$ cat config.mk
export PLATFORM = sky130hd
export DESIGN_NAME = seq_mult_fx_flat
export DESIGN_NICKNAME = d
export VERILOG_FILES = /design/src/rtl/seq_mult_fx_if.sv /design/src/rtl/seq_mult_fx.sv /design/src/flat_wrapper.sv
export SDC_FILE = /design/constraint.sdc
export NUM_CORES = 1
export LEC_CHECK = 0
export CORE_AREA = 2 2 177 179
export DETAILED_ROUTE_END_ITERATION = 7
export DIE_AREA = 0 0 179 181
export GPL_ROUTABILITY_DRIVEN = 0
export PLACE_DENSITY = 0.6
export SLEW_MARGIN = 30
export SYNTH_ARGS = -nofsm -noshare
export SYNTH_HDL_FRONTEND = slang
export SYNTH_SLANG_ARGS = --single-unit
$ cat constraint.sdc
create_clock -name CLK -period 11.2 [get_ports CLK]
set_clock_uncertainty 0.15 [all_clocks]
set_input_delay 2.24 -clock CLK [delete_from_list [all_inputs] [get_ports CLK]]
set_output_delay 2.24 -clock CLK [all_outputs]
set_load 0.05 [all_outputs]
$ cat src/rtl/seq_mult_fx_if.sv
// Request/response bundle for the sequential fixed-point multiplier.
interface seq_mult_fx_if #(
    parameter int WIDTH = 18
);
    logic                   start;
    logic                   sgn;
    logic [WIDTH-1:0]       dataa;
    logic [WIDTH-1:0]       datab;
    logic                   busy;
    logic                   done;
    logic [2*WIDTH-1:0]     product;
    logic [WIDTH-1:0]       result_fx;
    logic                   ovf;

    modport master (
        output start, sgn, dataa, datab,
        input  busy, done, product, result_fx, ovf
    );

    modport slave (
        input  start, sgn, dataa, datab,
        output busy, done, product, result_fx, ovf
    );
endinterface

$ cat src/rtl/seq_mult_fx.sv
// Shift-add multiplier, one partial product per clock, with a rounded and
// saturated Q-format result next to the full-precision product.
module seq_mult_fx #(
    parameter int WIDTH = 18,
    parameter int FRAC  = 16
) (
    input  logic           CLK,
    input  logic           RST,
    seq_mult_fx_if.slave   bus
);
    localparam int PW  = 2 * WIDTH;
    localparam int CW  = (WIDTH > 2) ? $clog2(WIDTH) : 1;
    localparam int RSH = (FRAC > 0) ? FRAC - 1 : 0;
    // Half an LSB of the scaled result; zero when there is no fraction.
    localparam logic [PW:0] RND = (FRAC > 0) ? ({{PW{1'b0}}, 1'b1} << RSH) : '0;

    localparam logic [1:0] S_IDLE = 2'd0;
    localparam logic [1:0] S_CALC = 2'd1;
    localparam logic [1:0] S_FIN  = 2'd2;

    logic [1:0]         r_state;
    logic               r_sgn;
    logic               r_neg;
    logic [WIDTH-1:0]   r_mcand;
    logic [WIDTH-1:0]   r_mplier;
    logic [PW-1:0]      r_acc;
    logic [CW-1:0]      r_cnt;
    logic               r_busy;
    logic               r_done;
    logic [PW-1:0]      r_product;
    logic [WIDTH-1:0]   r_result;
    logic               r_ovf;

    logic [WIDTH-1:0]   w_mag_a;
    logic [WIDTH-1:0]   w_mag_b;
    logic [PW-1:0]      w_mcand_sh;
    logic [PW-1:0]      w_p;
    logic [PW:0]        w_r;
    logic [PW:0]        w_s;
    logic [WIDTH-1:0]   w_res;
    logic               w_ovf;

    // Magnitudes held unsigned in WIDTH bits so the most negative value stays exact.
    assign w_mag_a    = (bus.sgn & bus.dataa[WIDTH-1]) ? -bus.dataa : bus.dataa;
    assign w_mag_b    = (bus.sgn & bus.datab[WIDTH-1]) ? -bus.datab : bus.datab;
    assign w_mcand_sh = {{WIDTH{1'b0}}, r_mcand} << r_cnt;
    assign w_p        = r_neg ? -r_acc : r_acc;
    // One extra bit so the rounding add can never wrap.
    assign w_r        = {r_sgn & w_p[PW-1], w_p} + RND;

    // Scale down: arithmetic shift for signed operands, logical otherwise.
    always_comb begin
        if (r_sgn) w_s = $signed(w_r) >>> FRAC;
        else       w_s = w_r >> FRAC;
    end

    // Clamp to the WIDTH-bit result range; in range means the dropped bits are pure sign/zero.
    always_comb begin
        w_res = w_s[WIDTH-1:0];
        w_ovf = 1'b0;
        if (r_sgn) begin
            if (!w_s[PW] && (|w_s[PW-1:WIDTH-1])) begin
                w_res = {1'b0, {(WIDTH-1){1'b1}}};
                w_ovf = 1'b1;
            end else if (w_s[PW] && !(&w_s[PW-1:WIDTH-1])) begin
                w_res = {1'b1, {(WIDTH-1){1'b0}}};
                w_ovf = 1'b1;
            end
        end else if (|w_s[PW:WIDTH]) begin
            w_res = {WIDTH{1'b1}};
            w_ovf = 1'b1;
        end
    end

    // Control FSM and datapath: capture, WIDTH fixed iterations, then publish results.
    always_ff @(posedge CLK or posedge RST) begin
        if (RST) begin
            r_state   <= S_IDLE;
            r_sgn     <= 1'b0;
            r_neg     <= 1'b0;
            r_mcand   <= '0;
            r_mplier  <= '0;
            r_acc     <= '0;
            r_cnt     <= '0;
            r_busy    <= 1'b0;
            r_done    <= 1'b0;
            r_product <= '0;
            r_result  <= '0;
            r_ovf     <= 1'b0;
        end else begin
            r_done <= 1'b0;
            case (r_state)
                S_IDLE: begin
                    if (bus.start) begin
                        r_sgn    <= bus.sgn;
                        r_neg    <= bus.sgn & (bus.dataa[WIDTH-1] ^ bus.datab[WIDTH-1]);
                        r_mcand  <= w_mag_a;
                        r_mplier <= w_mag_b;
                        r_acc    <= '0;
                        r_cnt    <= '0;
                        r_busy   <= 1'b1;
                        r_state  <= S_CALC;
                    end
                end
                S_CALC: begin
                    if (r_mplier[r_cnt]) r_acc <= r_acc + w_mcand_sh;
                    r_cnt <= r_cnt + CW'(1);
                    if (r_cnt == CW'(WIDTH - 1)) r_state <= S_FIN;
                end
                S_FIN: begin
                    r_product <= w_p;
                    r_result  <= w_res;
                    r_ovf     <= w_ovf;
                    r_done    <= 1'b1;
                    r_busy    <= 1'b0;
                    r_state   <= S_IDLE;
                end
                default: r_state <= S_IDLE;
            endcase
        end
    end

    assign bus.busy      = r_busy;
    assign bus.done      = r_done;
    assign bus.product   = r_product;
    assign bus.result_fx = r_result;
    assign bus.ovf       = r_ovf;
endmodule
$ cat src/flat_wrapper.sv
// flat-port wrapper written by rule: the top's interface ports become plain ports
module seq_mult_fx_flat 
#(
    parameter int WIDTH = 18,
    parameter int FRAC  = 16
)
  (CLK, RST, bus_start, bus_sgn, bus_dataa, bus_datab, bus_busy, bus_done, bus_product, bus_result_fx, bus_ovf);
  seq_mult_fx_if #(.WIDTH(WIDTH)) bus_i ();
  input  logic CLK;
  input  logic RST;
  input wire logic [$bits(bus_i.start)-1:0] bus_start;
  input wire logic [$bits(bus_i.sgn)-1:0] bus_sgn;
  input wire logic [$bits(bus_i.dataa)-1:0] bus_dataa;
  input wire logic [$bits(bus_i.datab)-1:0] bus_datab;
  output wire logic [$bits(bus_i.busy)-1:0] bus_busy;
  output wire logic [$bits(bus_i.done)-1:0] bus_done;
  output wire logic [$bits(bus_i.product)-1:0] bus_product;
  output wire logic [$bits(bus_i.result_fx)-1:0] bus_result_fx;
  output wire logic [$bits(bus_i.ovf)-1:0] bus_ovf;
  assign bus_i.start = bus_start;
  assign bus_i.sgn = bus_sgn;
  assign bus_i.dataa = bus_dataa;
  assign bus_i.datab = bus_datab;
  assign bus_busy = bus_i.busy;
  assign bus_done = bus_i.done;
  assign bus_product = bus_i.product;
  assign bus_result_fx = bus_i.result_fx;
  assign bus_ovf = bus_i.ovf;
  seq_mult_fx #(.WIDTH(WIDTH), .FRAC(FRAC)) u_core (.CLK(CLK), .RST(RST), .bus(bus_i));
endmodule
==> flow_summary.toml, run 1 <==
[critical_path]
start_kind = "flop"
slowest_stage = "a2111oi_1"
crit_required_ns = 11.35
path_max_fanout = 36
arrival_ns = 5.77
crit_chain = "buf_4 > mux2_2 > o21ai_0 > nor2_1 > a21oi_1 > nand2_1 > o21ai_0 > nor2_1 > ha_1 > a21oi_1 > o211ai_1 > nor3_1 > nand3_1 > a311o_1 > a2111oi_1 > o31ai_1 > nor2_1 > o21ai_0 > a221o_1"
worstSetupPathType = "flop to flop"
endpoint_kind = "flop"
critPathMaxStageDelay_ns = 0.69

[layout]
nets = 1403
final_cell_mix = "nand2_1, o21ai_0, dfrtp_1, clkdlybuf4s50_1, nor2_1"
final_cell_area_um2 = 12400
insertedDiodeCount = 0
final_common_cell = "nand2_1"
drive_above_1_share_pct = 7.13
final_cells = 1728
fin_util_pct = 40.8
area_delta_synth_final_pct = 17.9

[place]
dp_slack_ns = 5.45
post_dp_cell_area_um2 = 11700
dp_cells = 1698
dp_hpwl_mm = 20.5
port_buffers = 96

[pwr]
p_total_mw = 4.19
irDropWorstVdd_uv = 186
leakage_nw = 5.19
p_per_area_nw_per_um2 = 338

[grt]
grt_pass1_vias = 8710
grt_max_degree = 94
overflow = 0
grt_pass1_wl_mm = 45.2
antenna_found_initial = 0
grt_usage_pct = 17.1

[drt]
wl_per_cell_um = 15.7
drt_wl_total_mm = 27.2
drt_iter0_markers = 596
drc_errors = 0
drtPass1Iterations = 5
drtAntennaViolNets = 0
vias_per_cell = 5.35
vias = 9242

[synth]
synthCells = 1264
avgSynthCellArea_um2 = 8.30
yosys.area_share.simple_pct = 21.6
synth_top_family_by_area = "compound AO/OA/AOI/OAI gates"
yosys.area_share.xor_xnor_pct = 8.60
synthesis.area_um2 = 10500
synth_mux_area_share_pct = 4.95
synth_ff_type = "dfrtp_1"
yosysWarnings = 0
synth_compound_area_share_pct = 23.1
synth-edff-count = 0
seq_area_frac_synth_pct = 32.9
synth_cell_types = 87
synthAdderAreaFrac_pct = 5.08
ys_ff_latch = 138
syn_nets = 1346
async_flop_share_pct = 100

[timing]
rsz0062_at_grt = "false"
worst_pin_slew_ns = 0.853
max_clock_freq_ghz = 0.178
drv_slew = 0
setup_viol = 0
hold_viol = 0
setup_tns_ns = 0
fin_crit_sh_pct = 50.1
worst_slack_ns = 5.59
fin_crit_ns = 5.61
slew_headroom_pct = 42.8
fin_worst_hold_slack_ns = 0.323

[clock_network]
post-cts-setup-buffers = 0
clock_latency_ns = 0.42
cts_tree = "done"
clock_path_buffers = 2
cts_max_level = 4
cts.sink_count = 138
root_buffer = "clkbuf_16"
ctsHoldBuffers = 0
ctsResizeCount = 0
cts_buffers = 17
path_clk_slew_ns = 0.06

[die]
rows = 64
fp.coreArea_um2 = 30300
die_area_um2 = 32400
chipWidth_um = 179
start_util_pct = 34.6
die_h_um = 181
ios = 97

[status]
status = "finished clean"

[run]
max-cap-violations = 0

[hold_path]
min_path_type = "flop to flop"
[worst max-delay path, delay by kind of cell, from the launching register on]
family	cells	cell delay [ns]
multiplexers	1	0.41
flip-flops	1	0.32
AND/OR/NAND/NOR	6	0.80
buffers and inverters	1	0.39
AO/OA/AOI/OAI	10	3.00
adder cells (fa/ha/maj)	1	0.41
[sequential cells by signal (all words and copies together) (netlist names)]
signal	count
u_core.bus.result_fx	18
u_core.bus.busy	1
u_core.r_cnt	5
u_core.r_sgn	1
u_core.r_acc	36
u_core.bus.product	36
u_core.bus.ovf	1
u_core.r_neg	1
u_core.r_mplier	18
u_core.r_state	2
u_core.bus.done	1
u_core.r_mcand	18
[cells by family (layout without fill, tap and decap cells)]
kind of cell               Yosys count  after routing
adders and majority gates           42             42
and+or+nand+nor                    465            465
AOI/OAI and AO/OA                  376            376
muxes                               42             42
buffers and inverters               98            166
xor gates and xnor gates           103            103
DFF                                138            138
[cell usage after synthesis, types with 14 or more instances]
cell type | count | area [um2]
a21oi_1 | 73 | 365
and2_1 | 15 | 93.8
clkbuf_1 | 50 | 188
dfrtp_1 | 138 | 3450
ha_1 | 41 | 513
inv_1 | 32 | 120
mux2i_1 | 26 | 260
nand2_1 | 199 | 747
nand2b_1 | 15 | 93.8
nand3_1 | 22 | 110
nor2_1 | 87 | 327
nor2b_1 | 16 | 100
nor3_1 | 31 | 155
o211ai_1 | 14 | 105
o21ai_0 | 145 | 726
o31ai_1 | 15 | 113
or3_1 | 17 | 106
xnor2_1 | 50 | 438
xor2_1 | 53 | 464
[routing by layer]
layer  vias to the layer above  GRT usage [%]  wire length [um]
met3                        31           2.63              1050
met1                      4313           24.3             13500
met2                       229           27.0             12200
met5                         -              0                 0
met4                         0           4.33               429
li1                       4669              -                 -
[where the power goes]
group / switching (mW) / internal (mW)
registers: 0.256 / 0.695
logic: 1.61 / 1.01
clock network: 0.229 / 0.375
total: 2.10 / 2.08
[layout make-up]
cell class / count / area [um2]
Fill cell: 3088 / 18000
Multi-Input combinational cell: 1028 / 6660
Sequential cell: 138 / 3450
Timing Repair Buffer: 103 / 1010
Tap cell: 396 / 495
Clock buffer: 18 / 429
Clock inverter: 12 / 191
Inverter: 33 / 129
[final timing paths]
check | startpoint | endpoint | slack, ns | depth (start not counted)
hold reg to reg | u_core.bus.product[32] | u_core.bus.product[32] | 0.32 | 2
setup / recovery | u_core.r_cnt[0] | u_core.r_acc[35] | 5.59 | 19
min in group asynchronous | RST | u_core.bus.product[11] | 2.20 | 2
setup reg to reg | u_core.r_cnt[0] | u_core.r_acc[35] | 5.59 | 19
max in group asynchronous | RST | u_core.r_cnt[1] | 7.46 | 3
hold / removal | u_core.bus.product[32] | u_core.bus.product[32] | 0.32 | 2
Note: power is estimated with default switching activity, not from simulation.
==> run 2, diff against run 1 <==
Settings changed: PLACE_DENSITY 0.6 to 0.62.
Clock period 11.2 ns to 4.65 ns, I/O delays scaled along.
==> run 2 against run 1 <==
Non-clock buffer count rose by 53. Setup slack worse by 5.4 ns. Critical path depth is 1 higher. Sequential share of layout area decreased by 1.2 points. Highest routed layer unchanged.
==> flow_summary.toml, run 2 (synthesis gave the netlist of run 1 again) <==
[grt]
grt_pass1_wl_mm = 45.2
grt_pass1_vias = 8921
grt_max_degree = 139
grt_usage_pct = 17.1
overflow = 0
antenna_found_initial = 0

[clock_network]
clock_latency_ns = 0.43
root_buffer = "clkbuf_16"
cts_buffers = 17
ctsHoldBuffers = 0
path_clk_slew_ns = 0.06
cts_max_level = 4
clock_path_buffers = 2
cts.sink_count = 138
cts_tree = "done"

[layout]
final_common_cell = "nand2_1"
area_delta_synth_final_pct = 23.2
final_cell_area_um2 = 12900
drive_above_1_share_pct = 12.3
final_cell_mix = "nand2_1, o21ai_0, dfrtp_1, clkdlybuf4s50_1, nor2_1"
nets = 1456
final_cells = 1782
insertedDiodeCount = 0

[pwr]
p_per_area_nw_per_um2 = 833
leakage_nw = 5.47
irDropWorstVdd_uv = 418
p_total_mw = 10.8

[timing]
hold_viol = 0
setup_viol = 0
slew_headroom_pct = 43.4
drv_slew = 0
max_clock_freq_ghz = 0.223
setup_tns_ns = 0
rsz0062_at_grt = "true"
fin_crit_ns = 4.49
worst_pin_slew_ns = 0.848
fin_crit_sh_pct = 96.6

[place]
dp_hpwl_mm = 20.8
dp_cells = 1743
post_dp_cell_area_um2 = 12100
port_buffers = 96

[run]
max-cap-violations = 0

[critical_path]
slowest_stage = "dfrtp_2"
critPathBufInv = 2
endpoint_kind = "flop"
r2r_cells = 20
crit_required_ns = 4.81
path_max_fanout = 7
crit_family = "compound AO/OA/AOI/OAI gates"
r2r_setup_slack_ns = 0.16
start_kind = "flop"
crit_chain = "buf_12 > mux2_2 > nor2_1 > a21oi_1 > mux2i_1 > nand2_1 > o21ai_2 > o22ai_2 > ha_1 > buf_4 > nand2_1 > o211ai_1 > nor3_1 > nand3_1 > a311o_1 > a2111oi_4 > o31ai_2 > nor2_1 > o21ai_0 > a221o_1"
arrival_ns = 4.65
critPathMaxStageDelay_ns = 0.44
crit_cells = 20
worstSetupPathType = "flop to flop"

[die]
start_util_pct = 34.6
die_h_um = 181
ios = 97
rows = 64
die_area_um2 = 32400
chipWidth_um = 179
fp.coreArea_um2 = 30300

[drt]
drt_iter0_markers = 626
drtPass1Iterations = 5
vias = 9492
wl_per_cell_um = 15.6
vias_per_cell = 5.33
drtAntennaViolNets = 0
drc_errors = 0
drt_wl_total_mm = 27.8

[hold_path]
min_path_type = "flop to flop"
min_delay_path_depth = 2

[status]
status = "finished clean"
## run 2: changes by cell type in the layout (fill, tap and decap cells not counted), sizes merged
cell | before | now
buf | 7 | 58
clkbuf | 18 | 21
clkinv | 6 | 5
clkinvlp | 1 | 4
bufinv | 4 | 3
inv | 34 | 33
## run 2: metal layers
metal / part of all wire [%] / up-vias / GRT usage (%)
met5: 0 / - / 0
met4: 1.9 / 0 / 4.78
met3: 3.5 / 40 / 2.50
met2: 45 / 231 / 26.3
met1: 50 / 4437 / 24.8
li1: - / 4784 / -
## run 2: worst min-delay path, cell delays in order (launching register included)
cell and delay (ns):
dfrtp_1 0.34, nand2_1 0.05, nand2_1 0.05
## run 2: through the flow
stage | hold slack, ns | utilization [%] | worst slack [ns]
after floorplan | 0.295 | - | -0.0711
after global placement | 0.307 | 39.9 | 0.114
after detailed placement | 0.315 | 39.9 | 0.0661
after CTS | 0.331 | 41.9 | 0.0582
after global routing | 0.348 | 42.6 | -0.127
final | 0.324 | 42.6 | 0.157
## run 2: timing repair
action	CTS	global route
resized for setup	0	34
endpoints found under the setup margin	0	9
setup buffers	0	6
## run 2: worst paths after layout
check / startpoint / endpoint
min reg2reg: u_core.bus.busy / u_core.bus.busy
min: u_core.bus.busy / u_core.bus.busy
max in group asynchronous: RST / u_core.bus.result_fx[7]
min in group asynchronous: RST / u_core.r_mcand[3]
max: u_core.r_cnt[0] / u_core.r_acc[35]
max reg2reg: u_core.r_cnt[0] / u_core.r_acc[35]
## run 2: final cells by class
type	instances	area (um2)
clock buffers	19	433
clock inverters	12	165
fillers	2995	17400
inverters	33	131
multi-input cells	1028	6770
flip-flops and latches	138	3450
well taps	396	495
repair buffers	156	1480
## run 2: report_power, final
group / switching (mW) / total (mW) / internal [mW] / leakage (nW)
Combinational: 4.21 / 7.16 / 2.94 / 3.39
Sequential: 0.519 / 2.19 / 1.67 / 1.79
Clock: 0.566 / 1.42 / 0.850 / 0.286
==> run 3, diff against run 2 <==
Clock period 4.65 ns to 3.7 ns, I/O delays scaled along.
==> run 3 against run 2 <==
The run now ends with setup timing left. Via count up 12%. Register-to-register slack got worse by 0.89 ns. Wire length is 15% higher. Clock power is 33% higher. First-iteration DRC count up 11%. Cell count up 11%. Combinational power rose by 79%. Non-clock buffer count up 203. Power rose by 62%. Hold slack improved by 0.0015 ns. Critical endpoint is now u_core.r_acc[33].
==> flow_summary.toml, run 3 (synthesis gave the netlist of run 1 again) <==
[die]
ios = 97
fp.coreArea_um2 = 30300
chipWidth_um = 179
rows = 64
start_util_pct = 34.6
die_h_um = 181
die_area_um2 = 32400

[drt]
drc_errors = 0
vias = 10600
drtAntennaViolNets = 0
drtPass1Iterations = 5
drt_wl_total_mm = 31.9
vias_per_cell = 5.33
wl_per_cell_um = 16.1
drt_iter0_markers = 697

[timing]
fin_crit_sh_pct = 120
setup_viol = 21
drv_slew = 0
slew_headroom_pct = 49.2
worst_slack_ns = -0.737
fin_worst_hold_slack_ns = 0.325
max_clock_freq_ghz = 0.225
fin_crit_ns = 4.44
rsz0062_at_grt = "true"
worst_pin_slew_ns = 0.761
hold_viol = 0

[grt]
grt_usage_pct = 19.1
grt_pass1_wl_mm = 50.2
grt_max_degree = 139
grt_pass1_vias = 10200
overflow = 0
antenna_found_initial = 0

[critical_path]
crit_family = "compound AO/OA/AOI/OAI gates"
slowest_stage = "dfrtp_2"
worstSetupPathType = "flop to flop"
crit_chain = "clkbuf_16 > mux2_2 > nor2_2 > a21oi_2 > mux2_4 > o21ai_4 > nor2_1 > ha_2 > a21oi_2 > o211ai_1 > nor3_2 > nand3_2 > a311o_1 > a2111oi_4 > buf_4 > o211ai_1 > a31oi_1 > xnor2_1 > o21ai_1"
r2r_setup_slack_ns = -0.74
endpoint_kind = "flop"
crit_required_ns = 3.87
critPathBufInv = 2
path_max_fanout = 6
arrival_ns = 4.61
start_kind = "flop"
critPathMaxStageDelay_ns = 0.44

[clock_network]
path_clk_slew_ns = 0.07
cts.sink_count = 138
cts_tree = "done"
ctsHoldBuffers = 0
cts_buffers = 17
clock_latency_ns = 0.44
cts_max_level = 4
root_buffer = "clkbuf_16"
clock_path_buffers = 2

[run]
max-cap-violations = 0

[hold_path]
min_path_type = "flop to flop"

[pwr]
leakage_nw = 6.65
irDropWorstVdd_uv = 587
p_per_area_nw_per_um2 = 1130

[layout]
fillCellCount = 2776
drive_above_1_share_pct = 31.8
insertedDiodeCount = 0
final_cell_area_um2 = 15400
area_delta_synth_final_pct = 46.8
nets = 1659
final_cell_mix = "buf_4, nand2_1, dfrtp_1, o21ai_0, clkdlybuf4s50_1"
final_common_cell = "buf_4"
final_cells = 1986

[status]
status = "finished with violations"
violations = "setup timing"

[place]
dp_hpwl_mm = 22.8
dp_slack_ns = -0.770
post_dp_cell_area_um2 = 13300
port_buffers = 96
dp_cells = 1889
==> run 3: cell type report <==
cell class              instances  area (um2)  share of cell area, %
clock buffers                  20         467                   3.03
repair buffers                359        3120                   20.2
inverters                      33         131                  0.853
multi-input cells            1028        7550                   49.1
flip-flops and latches        138        3460                   22.4
well taps                     396         495                   3.22
clock inverters                12         174                   1.13
==> run 3: worst paths after layout <==
path / startpoint / end / cells after the start
worst max-delay path: u_core.r_cnt[0] / u_core.r_acc[33] / 19
worst min-delay path: u_core.bus.product[31] / u_core.bus.product[31] / 2
worst max register to register: u_core.r_cnt[0] / u_core.r_acc[33] / 19
worst min register to register: u_core.bus.product[31] / u_core.bus.product[31] / 2
max in group asynchronous: RST / u_core.r_cnt[0] / 3
min in group asynchronous: RST / u_core.bus.product[11] / 3
==> run 3: per-stage QoR <==
| step | util, % | power, mW | TNS, ns |
|---|---|---|---|
| CTS | 48.4 | 16.1 | -5.75 |
| global placement | 43.9 | 12.7 | -6.90 |
| floorplan | - | 9.03 | -3.83 |
| global route | 50.7 | 18.6 | -13.03 |
| detailed placement | 43.9 | 12.9 | -7.31 |
| finish | 50.7 | 17.4 | -9.16 |
==> run 3: layer usage <==
metal | up-vias | track usage [%] | wire length (um)
li1 | 5170 | - | -
met1 | 5019 | 25.2 | 14200
met2 | 335 | 31.6 | 15300
met3 | 65 | 2.86 | 1500
met4 | 0 | 6.70 | 928
met5 | - | 0 | 0
==> run 3: worst register-to-register path, delay by kind of cell, from the launching register on <==
family	cells	cell delay [ns]
adder cells (fa/ha/maj)	1	0.30
XOR/XNOR	1	0.14
buffers and inverters	2	0.36
multiplexers	2	0.66
AO/OA/AOI/OAI	9	1.72
AND/OR/NAND/NOR	4	0.57
flip-flops	1	0.44
==> run 3: where the power goes <==
group          internal (mW)  leakage [nW]  switching, mW
registers               2.10          1.79          0.605
logic                   6.20          4.55           6.65
clock network           1.14         0.316          0.748
==> run 3: repair_timing <==
action,CTS,global route
cloned,2,1
resized for setup,114,104
pin swaps,51,68
setup endpoints to repair,32,43
setup buffers,33,33
